[config.mk]
export PLATFORM = sky130hd
export DESIGN_NAME = muldiv_ctrl
export DESIGN_NICKNAME = d
export VERILOG_FILES = /design/src/rtl/muldiv_ctrl_pkg.sv /design/src/rtl/muldiv_ctrl_div_step.sv /design/src/rtl/muldiv_ctrl.sv
export SDC_FILE = /design/constraint.sdc
export NUM_CORES = 2
export LEC_CHECK = 0
export CORE_ASPECT_RATIO = 0.7
export CORE_MARGIN = 5
export CORE_UTILIZATION = 60
export CTS_BUF_LIST = sky130_fd_sc_hd__clkbuf_8
export DETAILED_ROUTE_END_ITERATION = 6
export PLACE_DENSITY_LB_ADDON = 0.3
export SKIP_LAST_GASP = 1
export SLEW_MARGIN = 10
export SYNTH_ARGS = -nofsm -noshare
export SYNTH_HDL_FRONTEND = slang
export SYNTH_HIERARCHICAL = 1
export SYNTH_SLANG_ARGS = --single-unit
[constraint.sdc]
create_clock -name clk -period 7.9 [get_ports clk]
set_input_delay 1.58 -clock clk [delete_from_list [all_inputs] [get_ports clk]]
set_output_delay 1.58 -clock clk [all_outputs]
set_load 0.05 [all_outputs]
[src/rtl/muldiv_ctrl_pkg.sv]
// Shared definitions for the HI/LO multiply/divide sequencer.
// Includes the operand width, the op encodings and the FSM state type.
package muldiv_ctrl_pkg;

  localparam int WIDTH = 32;
  localparam int CNT_W = $clog2(WIDTH) + 1;

  localparam logic [1:0] MD_MULT  = 2'b00;
  localparam logic [1:0] MD_MULTU = 2'b01;
  localparam logic [1:0] MD_DIV   = 2'b10;
  localparam logic [1:0] MD_DIVU  = 2'b11;

  typedef enum logic [2:0] {
    ST_IDLE    = 3'd0,
    ST_MUL     = 3'd1,
    ST_DIV_RUN = 3'd2,
    ST_DIV_FIX = 3'd3,
    ST_DONE    = 3'd4
  } state_t;

endpackage

[src/rtl/muldiv_ctrl_div_step.sv]
// One restoring-division iteration: shift {rem,quo} left by one, then subtract the
// divisor from the remainder only if the result does not go negative.
module div_step #(
  parameter int W = 32
) (
  input  logic [W-1:0] i_rem,
  input  logic [W-1:0] i_quo,
  input  logic [W-1:0] i_divisor,
  output logic [W-1:0] o_rem,
  output logic [W-1:0] o_quo
);

  logic [W:0] w_partial;
  logic [W:0] w_diff;

  // rem < divisor always holds, so the W+1 bit difference cannot wrap and its MSB is the borrow
  assign w_partial = {i_rem, i_quo[W-1]};
  assign w_diff    = w_partial - {1'b0, i_divisor};

  always_comb begin
    o_rem = w_partial[W-1:0];
    o_quo = {i_quo[W-2:0], 1'b0};
    if (!w_diff[W]) begin
      o_rem = w_diff[W-1:0];
      o_quo = {i_quo[W-2:0], 1'b1};
    end
  end

endmodule

[src/rtl/muldiv_ctrl.sv]
// HI/LO sequencer for mult/multu/div/divu: single-cycle multiply and iterative restoring
// divide, with pipeline stall request and a one-cycle done pulse.
module muldiv_ctrl
  import muldiv_ctrl_pkg::*;
(
  input  logic             clk,
  input  logic             rst,
  input  logic             i_start,
  input  logic [1:0]       i_op,
  input  logic [WIDTH-1:0] i_opa,
  input  logic [WIDTH-1:0] i_opb,
  input  logic             i_cancel,
  output logic             o_stall_req,
  output logic             o_done,
  output logic [WIDTH-1:0] o_hi,
  output logic [WIDTH-1:0] o_lo,
  output logic             o_div_zero
);

  state_t r_state, w_next;

  logic [WIDTH-1:0]   r_hi, r_lo;
  logic [WIDTH-1:0]   r_rem, r_quo, r_opb;
  logic [CNT_W-1:0]   r_cnt;
  logic               r_signed, r_negq, r_negr, r_div_zero;

  logic               w_is_div, w_opb_zero, w_last_step, w_stall;
  logic [WIDTH-1:0]   w_abs_a, w_abs_b;
  logic [WIDTH-1:0]   w_rem_nxt, w_quo_nxt;
  logic signed [WIDTH:0]     w_ma, w_mb;
  logic signed [2*WIDTH-1:0] w_prod;

  assign w_is_div    = i_op[1];
  assign w_opb_zero  = (i_opb == '0);
  assign w_last_step = (r_cnt == CNT_W'(WIDTH - 1));

  // Signed divide works on magnitudes; multiply keeps raw operands
  assign w_abs_a = (i_op == MD_DIV && i_opa[WIDTH-1]) ? (~i_opa + 1'b1) : i_opa;
  assign w_abs_b = (i_op == MD_DIV && i_opb[WIDTH-1]) ? (~i_opb + 1'b1) : i_opb;

  // r_quo doubles as the latched multiplicand while in MUL
  assign w_ma   = {r_signed & r_quo[WIDTH-1], r_quo};
  assign w_mb   = {r_signed & r_opb[WIDTH-1], r_opb};
  assign w_prod = $signed({{(WIDTH-1){w_ma[WIDTH]}}, w_ma}) *
                  $signed({{(WIDTH-1){w_mb[WIDTH]}}, w_mb});

  div_step #(.W(WIDTH)) u_div_step (
    .i_rem     (r_rem),
    .i_quo     (r_quo),
    .i_divisor (r_opb),
    .o_rem     (w_rem_nxt),
    .o_quo     (w_quo_nxt)
  );

  always_ff @(posedge clk or posedge rst) begin
    if (rst) r_state <= ST_IDLE;
    else     r_state <= w_next;
  end

  always_comb begin
    w_next  = r_state;
    w_stall = 1'b0;
    o_done  = 1'b0;
    case (r_state)
      ST_IDLE: begin
        w_stall = i_start;
        if (i_start) begin
          if (!w_is_div)       w_next = ST_MUL;
          else if (w_opb_zero) w_next = ST_DONE;
          else                 w_next = ST_DIV_RUN;
        end
      end
      ST_MUL: begin
        w_stall = 1'b1;
        w_next  = ST_DONE;
      end
      ST_DIV_RUN: begin
        w_stall = 1'b1;
        if (w_last_step) w_next = ST_DIV_FIX;
      end
      ST_DIV_FIX: begin
        w_stall = 1'b1;
        w_next  = ST_DONE;
      end
      ST_DONE: begin
        o_done = 1'b1;
        w_next = ST_IDLE;
      end
      default: w_next = ST_IDLE;
    endcase
    if (i_cancel) w_next = ST_IDLE;
  end

  // A flush freezes every datapath register, so hi/lo/div_zero survive an abort untouched
  always_ff @(posedge clk or posedge rst) begin
    if (rst) begin
      r_hi       <= '0;
      r_lo       <= '0;
      r_rem      <= '0;
      r_quo      <= '0;
      r_opb      <= '0;
      r_cnt      <= '0;
      r_signed   <= 1'b0;
      r_negq     <= 1'b0;
      r_negr     <= 1'b0;
      r_div_zero <= 1'b0;
    end else if (!i_cancel) begin
      case (r_state)
        ST_IDLE: begin
          if (i_start) begin
            r_rem      <= '0;
            r_quo      <= w_abs_a;
            r_opb      <= w_abs_b;
            r_cnt      <= '0;
            r_signed   <= (i_op == MD_MULT);
            r_negq     <= (i_op == MD_DIV) && (i_opa[WIDTH-1] ^ i_opb[WIDTH-1]);
            r_negr     <= (i_op == MD_DIV) && i_opa[WIDTH-1];
            r_div_zero <= w_is_div && w_opb_zero;
            if (w_is_div && w_opb_zero) begin
              r_hi <= i_opa;
              r_lo <= '1;
            end
          end
        end
        ST_MUL: begin
          r_hi <= w_prod[2*WIDTH-1:WIDTH];
          r_lo <= w_prod[WIDTH-1:0];
        end
        ST_DIV_RUN: begin
          r_rem <= w_rem_nxt;
          r_quo <= w_quo_nxt;
          r_cnt <= r_cnt + 1'b1;
        end
        ST_DIV_FIX: begin
          r_lo <= r_negq ? (~r_quo + 1'b1) : r_quo;
          r_hi <= r_negr ? (~r_rem + 1'b1) : r_rem;
        end
        default: ;
      endcase
    end
  end

  assign o_stall_req = w_stall & ~rst;
  assign o_hi        = r_hi;
  assign o_lo        = r_lo;
  assign o_div_zero  = r_div_zero;

endmodule

### Yosys cells after proc, flatten, opt, wreduce, memory -nomap -nowiden

Index checks and enable logic that the tools add are counted.

| operators by class | value |
|---|---|
| equal/unequal tests | 10 |
| reductions and logical operators | 15 |
| $mul | 1 |
| add/subtract/negate cells | 6 |
| bitwise gates (word level) | 10 |
| mux-type cells | 26 |

Operators by type and width:

| operator | count |
|---|---|
| $mux W32 | 11 |
| $pmux W32 S3 | 2 |
| $add A32 B1 Y32 const B | 4 |
| $not A32 Y32 | 4 |
| $pmux W32 S2 | 2 |
| $mul A33 B33 Y64 | 1 |
| $sub A33 B32 Y33 | 1 |
| $logic_not A32 Y1 | 1 |
| $mux W3 | 5 |
| $pmux W6 S2 | 1 |
| $pmux W3 S3 | 1 |
| $add A6 B1 Y6 const B | 1 |
| $eq A3 B2 Y1 const B | 2 |
| $eq A6 B5 Y1 const B | 1 |
| $mux W6 | 1 |
| $ne A3 B3 Y1 const B | 2 |
| $reduce_and A3 Y1 | 2 |
| $logic_and A1 B1 Y1 | 4 |
| $ne A2 B2 Y1 const B | 2 |
| $reduce_and A4 Y1 | 1 |
| $and A1 B1 Y1 | 3 |
| $eq A3 B1 Y1 const B | 1 |
| $eq A3 B3 Y1 const B | 1 |
| $logic_not A3 Y1 | 1 |
| other kinds (11) | 13 |

| storage, ports and cells | value |
|---|---|
| bits of input ports | 70 |
| flip-flop bits (word level) | 173 |

### Logic depth before layout (Yosys ltp)

| depth | value |
|---|---|
| depth after elaboration | 6 |
| mapped depth | 30 |
| depth with buffers taken out | 27 |

### By module

Netlist, hierarchy kept.

By module, submodules not included:

| module | instances | area an instance (µm²) | cells each | seq. area each (µm²) |
|---|---|---|---|---|
| muldiv_ctrl | 1 | 48,400.2 | 5,504 | 4,329.2 |
| div_step | 1 | 2,591.2 | 336 | 0.0 |

### Least setup slack after synthesis

OpenSTA, ideal clock, no wires.

| timing path | value |
|---|---|
| path kind | register to register |
| start | reg r_quo[31] |
| end | reg r_hi[29] (netlist: o_hi[29]) |
| data arrival time | 7.874 ns |
| period minus slack after synthesis | 7.993 ns |
| stages on the path, launching flop included | 29 |
| data required time | 7.781 ns |
| setup time | 0.119 ns |
| path slack | -0.093 ns |
| path through | dfrtp_1 clkbuf_1 and2_1 clkbuf_1 nand2_1 inv_1 fa_1 inv_1 fa_1 inv_1 fa_1 fa_1 inv_1 fa_1 inv_1 fa_1 inv_1 fa_1 fa_1 inv_1 ha_1 clkbuf_1 a21o_1 a2111o_1 o311ai_0 o211ai_1 a41oi_1 xnor2_1 o21ba_1 |

| on the way | value |
|---|---|
| longest elaborated chain between the ends | 3 |

Ends and longest elaborated chain:

| element | line | RTL |
|---|---|---|
| start: declaration | muldiv_ctrl.sv:23 | `logic [WIDTH-1:0] r_rem, r_quo, r_opb;` |
| start signal: assignment | muldiv_ctrl.sv:112 | `r_quo <= w_abs_a;` |
| start signal: assignment | muldiv_ctrl.sv:131 | `r_quo <= w_quo_nxt;` |
| $and A1 B1 Y1 | muldiv_ctrl.sv:42 | `assign w_ma = {r_signed & r_quo[WIDTH-1], r_quo};` |
| $mul A33 B33 Y64 * | muldiv_ctrl.sv:44 | `assign w_prod = $signed({{(WIDTH-1){w_ma[WIDTH]}}, w_ma}) *` |
| $pmux W32 S3 * | muldiv_ctrl.sv:108 | `case (r_state)` |
| end signal: assignment | muldiv_ctrl.sv:120 | `r_hi <= i_opa;` |
| end signal: assignment | muldiv_ctrl.sv:126 | `r_hi <= w_prod[2*WIDTH-1:WIDTH];` |
| end signal: assignment | muldiv_ctrl.sv:136 | `r_hi <= r_negr ? (~r_rem + 1'b1) : r_rem;` |
| end: declaration | muldiv_ctrl.sv:22 | `logic [WIDTH-1:0] r_hi, r_lo;` |

Mark *: on every way between the ends. The rest lies on a longest branch, timed or not.
A chain may end at the register's enable or synchronous reset.

### Final worst setup path

| timing path | value |
|---|---|
| start | reg r_quo[5] |
| end | reg r_lo[27] (netlist: o_lo[27]) |

| on the way | value |
|---|---|
| longest elaborated chain between the ends | 4 |
| elaborated cells between the ends (all ways) | 5 |

Ends and longest elaborated chain:

| element | line | RTL |
|---|---|---|
| branches (longest 3 deep; another with $mul A33 B33 Y64) | - |  |
| $pmux W32 S3 * | muldiv_ctrl.sv:108 |  |
| end signal: assignment | muldiv_ctrl.sv:127 | `r_lo <= w_prod[WIDTH-1:0];` |
| end signal: assignment | muldiv_ctrl.sv:135 | `r_lo <= r_negq ? (~r_quo + 1'b1) : r_quo;` |
| end: declaration | muldiv_ctrl.sv:22 |  |

Every way passes the cells marked *.

==> results_dict.tcl <==
set metrics [dict create \
    setup_viol 0 \
    max_clock_freq_mhz 129 \
    post_drt_wl_per_cell_um 22.6 \
    grt_pass1_wl_um 251000 \
    synthCells 5840 \
    synth_edf_count 0 \
    cts_tree "yes" \
    maxSlewHeadroom_pct 23.3 \
    reg2reg_slack_ns 0.17 \
    hold_viol 0 \
    crit_fanout 12 \
    gp_congestion 1.04 \
    hold_buffers 0 \
    cts_htree_levels 4 \
    grt-ovfl-total 0 \
    ys_types 106 \
    crit_required_ns 8.36 \
    fin_crit_sh_pct 97.9 \
    maxCapViolCount 0 \
    critPathCaptureType "flop" \
    wl_um 162000 \
    grt_use_total_pct 36.2 \
    synth_top_cells_by_area "fa_1, inv_1, dfrtp_1" \
    start_util_pct 60.5 \
    path_clk_slew_ns 0.12 \
    fill_cells 6684 \
    finalNonFillerCells 7163 \
    place_inst 7093 \
    area_growth_syn_to_layout_pct 12.2 \
    dieArea_um2 91000 \
    tightest_slew_ns 1.15 \
    io_pins 137 \
    core_region_area_um2 84300 \
    synth_top_area_cell "fa_1" \
    syn_area_per_cell_um2 8.73 \
    slew_violations 0 \
    drt_pre_antenna_iters 6 \
    status "completed" \
    antenna_found_initial 4 \
    grt_pass1_vias 43200 \
    clk_latency_ns 0.57 \
    crit_type "reg -> reg" \
    core.rowCount 89 \
    crit_arrival_ns 8.19 \
    die_x_um 358 \
    port_buffers 136 \
    skew_ns 0.0261 \
    yosysTopAreaCellShare_pct 44.2 \
    async_flop_share_pct 100 \
    yosys_register_bits 173 \
    clk_path_buf_depth 2 \
    multi_input_area_um2 41100 \
    drc 0 \
    yosysWarningCount 6 \
    grt_max_degree 81 \
    start_kind "flop" \
    synth_nets 7285 \
    min_period_ns 7.73 \
    postRouteAntennaNets 0 \
    synthFlopType "dfrtp_1" \
    drt-initial-drc-count 4197 \
    die_h_um 254 \
    vias 41900 \
    seq_area_um2 4350 \
    rsz0062_at_grt "true" \
    fin_util_pct 67.9 \
    hpwlAfterDp_um 132000 \
    viasPerCell 5.85 \
    syn-cell-area_um2 51000 \
    holdCritPathClass "reg -> reg" \
    clock-sinks 173 \
    ys_seq_area_share_pct 8.49 \
    layout.nets 7457 \
    numCtsBuffers 17 \
    drive_gt1_share_pct 10.2 \
    cts_root_buf "clkbuf_8" \
]
==> layout make-up <==
| cell class | count | share of cell area (%) |
|---|---|---|
| multi-input combinational | 4093 | 71.8 |
| timing repair buffer | 544 | 9.61 |
| inverter | 1183 | 7.80 |
| sequential | 173 | 7.61 |
| tap | 1137 | 2.49 |
| clock buffer | 18 | 0.433 |
| clock inverter | 14 | 0.289 |
| antenna | 1 | 0.00437 |
==> sequential cells by signal, indices dropped and copies added (netlist names), 3 cells and up <==
register	flops
r_cnt	6
o_hi	32
r_opb	32
r_quo	32
o_lo	32
r_state	3
r_rem	32
==> synth_stat cells, drive strengths merged, types with 17 or more instances <==
| master | n |
|---|---|
| inv | 1182 |
| fa | 1126 |
| nand2 | 975 |
| and2 | 355 |
| clkbuf | 312 |
| ha | 249 |
| o21ai | 208 |
| a21oi | 189 |
| dfrtp | 173 |
| nor2 | 162 |
| xnor2 | 127 |
| nand3 | 86 |
| xor2 | 83 |
| buf | 77 |
| a21o | 49 |
| nor3 | 48 |
| and3 | 40 |
| o31ai | 35 |
| a31oi | 32 |
| or3 | 31 |
| mux2 | 24 |
| nand4 | 22 |
| o22ai | 19 |
| o41ai | 17 |
==> kinds of logic after synthesis <==
logic type | after synthesis | share of synthesized area, %
simple gates | 1805 | 16.5
buf+inv | 1574 | 12.1
fa+ha+maj | 1375 | 50.3
compound gates | 671 | 8.21
xor+xnor | 210 | 3.61
flops | 173 | 8.49
mux | 32 | 0.851
==> critical path, cell delays in order (launching register included) <==
cell,delay (ns)
dfrtp_1,0.55
buf_4,0.36
buf_4,0.25
nand2_1,0.10
fa_1,0.46
fa_1,0.44
fa_1,0.51
inv_1,0.05
fa_1,0.54
ha_1,0.23
ha_1,0.30
inv_1,0.06
fa_1,0.46
fa_1,0.51
inv_1,0.05
ha_1,0.36
o211ai_1,0.11
a21oi_1,0.30
o211ai_1,0.26
buf_4,0.21
a31o_2,0.24
a21boi_0,0.30
o221ai_1,0.20
xor2_1,0.27
o21ai_0,0.12
buf_4,0.18
o22a_1,0.16
==> final timing paths <==
path | from | end | depth (start not counted)
setup reg to reg | r_quo[5]$_DFFE_PP0P_ | o_lo[27]$_DFFE_PP0P_ | 26
hold / removal | o_lo[7]$_DFFE_PP0P_ | o_lo[7]$_DFFE_PP0P_ | 2
hold reg to reg | o_lo[7]$_DFFE_PP0P_ | o_lo[7]$_DFFE_PP0P_ | 2
max in group asynchronous | rst | r_opb[18]$_DFFE_PP0P_ | 3
min in group asynchronous | rst | r_cnt[2]$_DFFE_PP0P_ | 2
setup / recovery | r_quo[5]$_DFFE_PP0P_ | o_lo[27]$_DFFE_PP0P_ | 26
==> through the flow <==
step	setup slack (ns)	area (µm²)	hold slack, ns	TNS [ns]
floorplan	0.0105	51000	0.466	0
global placement	0.0291	55700	0.466	0
detailed placement	-0.0502	55700	0.473	-0.0651
CTS	-0.0197	56100	0.495	-0.0197
global route	-0.0411	57200	0.520	-0.144
finish	0.167	57200	0.489	0
==> cells in the final DEF (no fill, tap or decap), types with 36 or more instances in the layout <==
cell             instances
inv_1                 1173
ha_1                   232
a21o_1                  48
nand2_1                973
and3_1                  36
buf_4                  317
and2_1                 352
nand3_1                 85
clkdlybuf4s50_1        136
nor3_1                  40
xor2_1                  82
dfrtp_1                156
fa_1                  1113
nor2_1                 157
xnor2_1                126
buf_12                  70
o21ai_0                183
a21oi_1                177
==> per-layer routing <==
layer | global-route usage [%] | vias to the layer above | wire [µm]
li1 | - | 17900 | -
met1 | 51.7 | 21100 | 64300
met2 | 55.2 | 2422 | 70900
met3 | 8.05 | 381 | 19400
met4 | 13.0 | 2 | 7660
met5 | 0 | - | 13
==> repair_timing <==
item	in CTS	in global routing
setup endpoints to repair	5	32
pin swaps	0	63
cloned	0	7
setup buffers	0	32
gates resized for setup	5	133
Power is not shown: default switching activity piles up to over one toggle a cycle in this logic, so the estimate is an artifact.
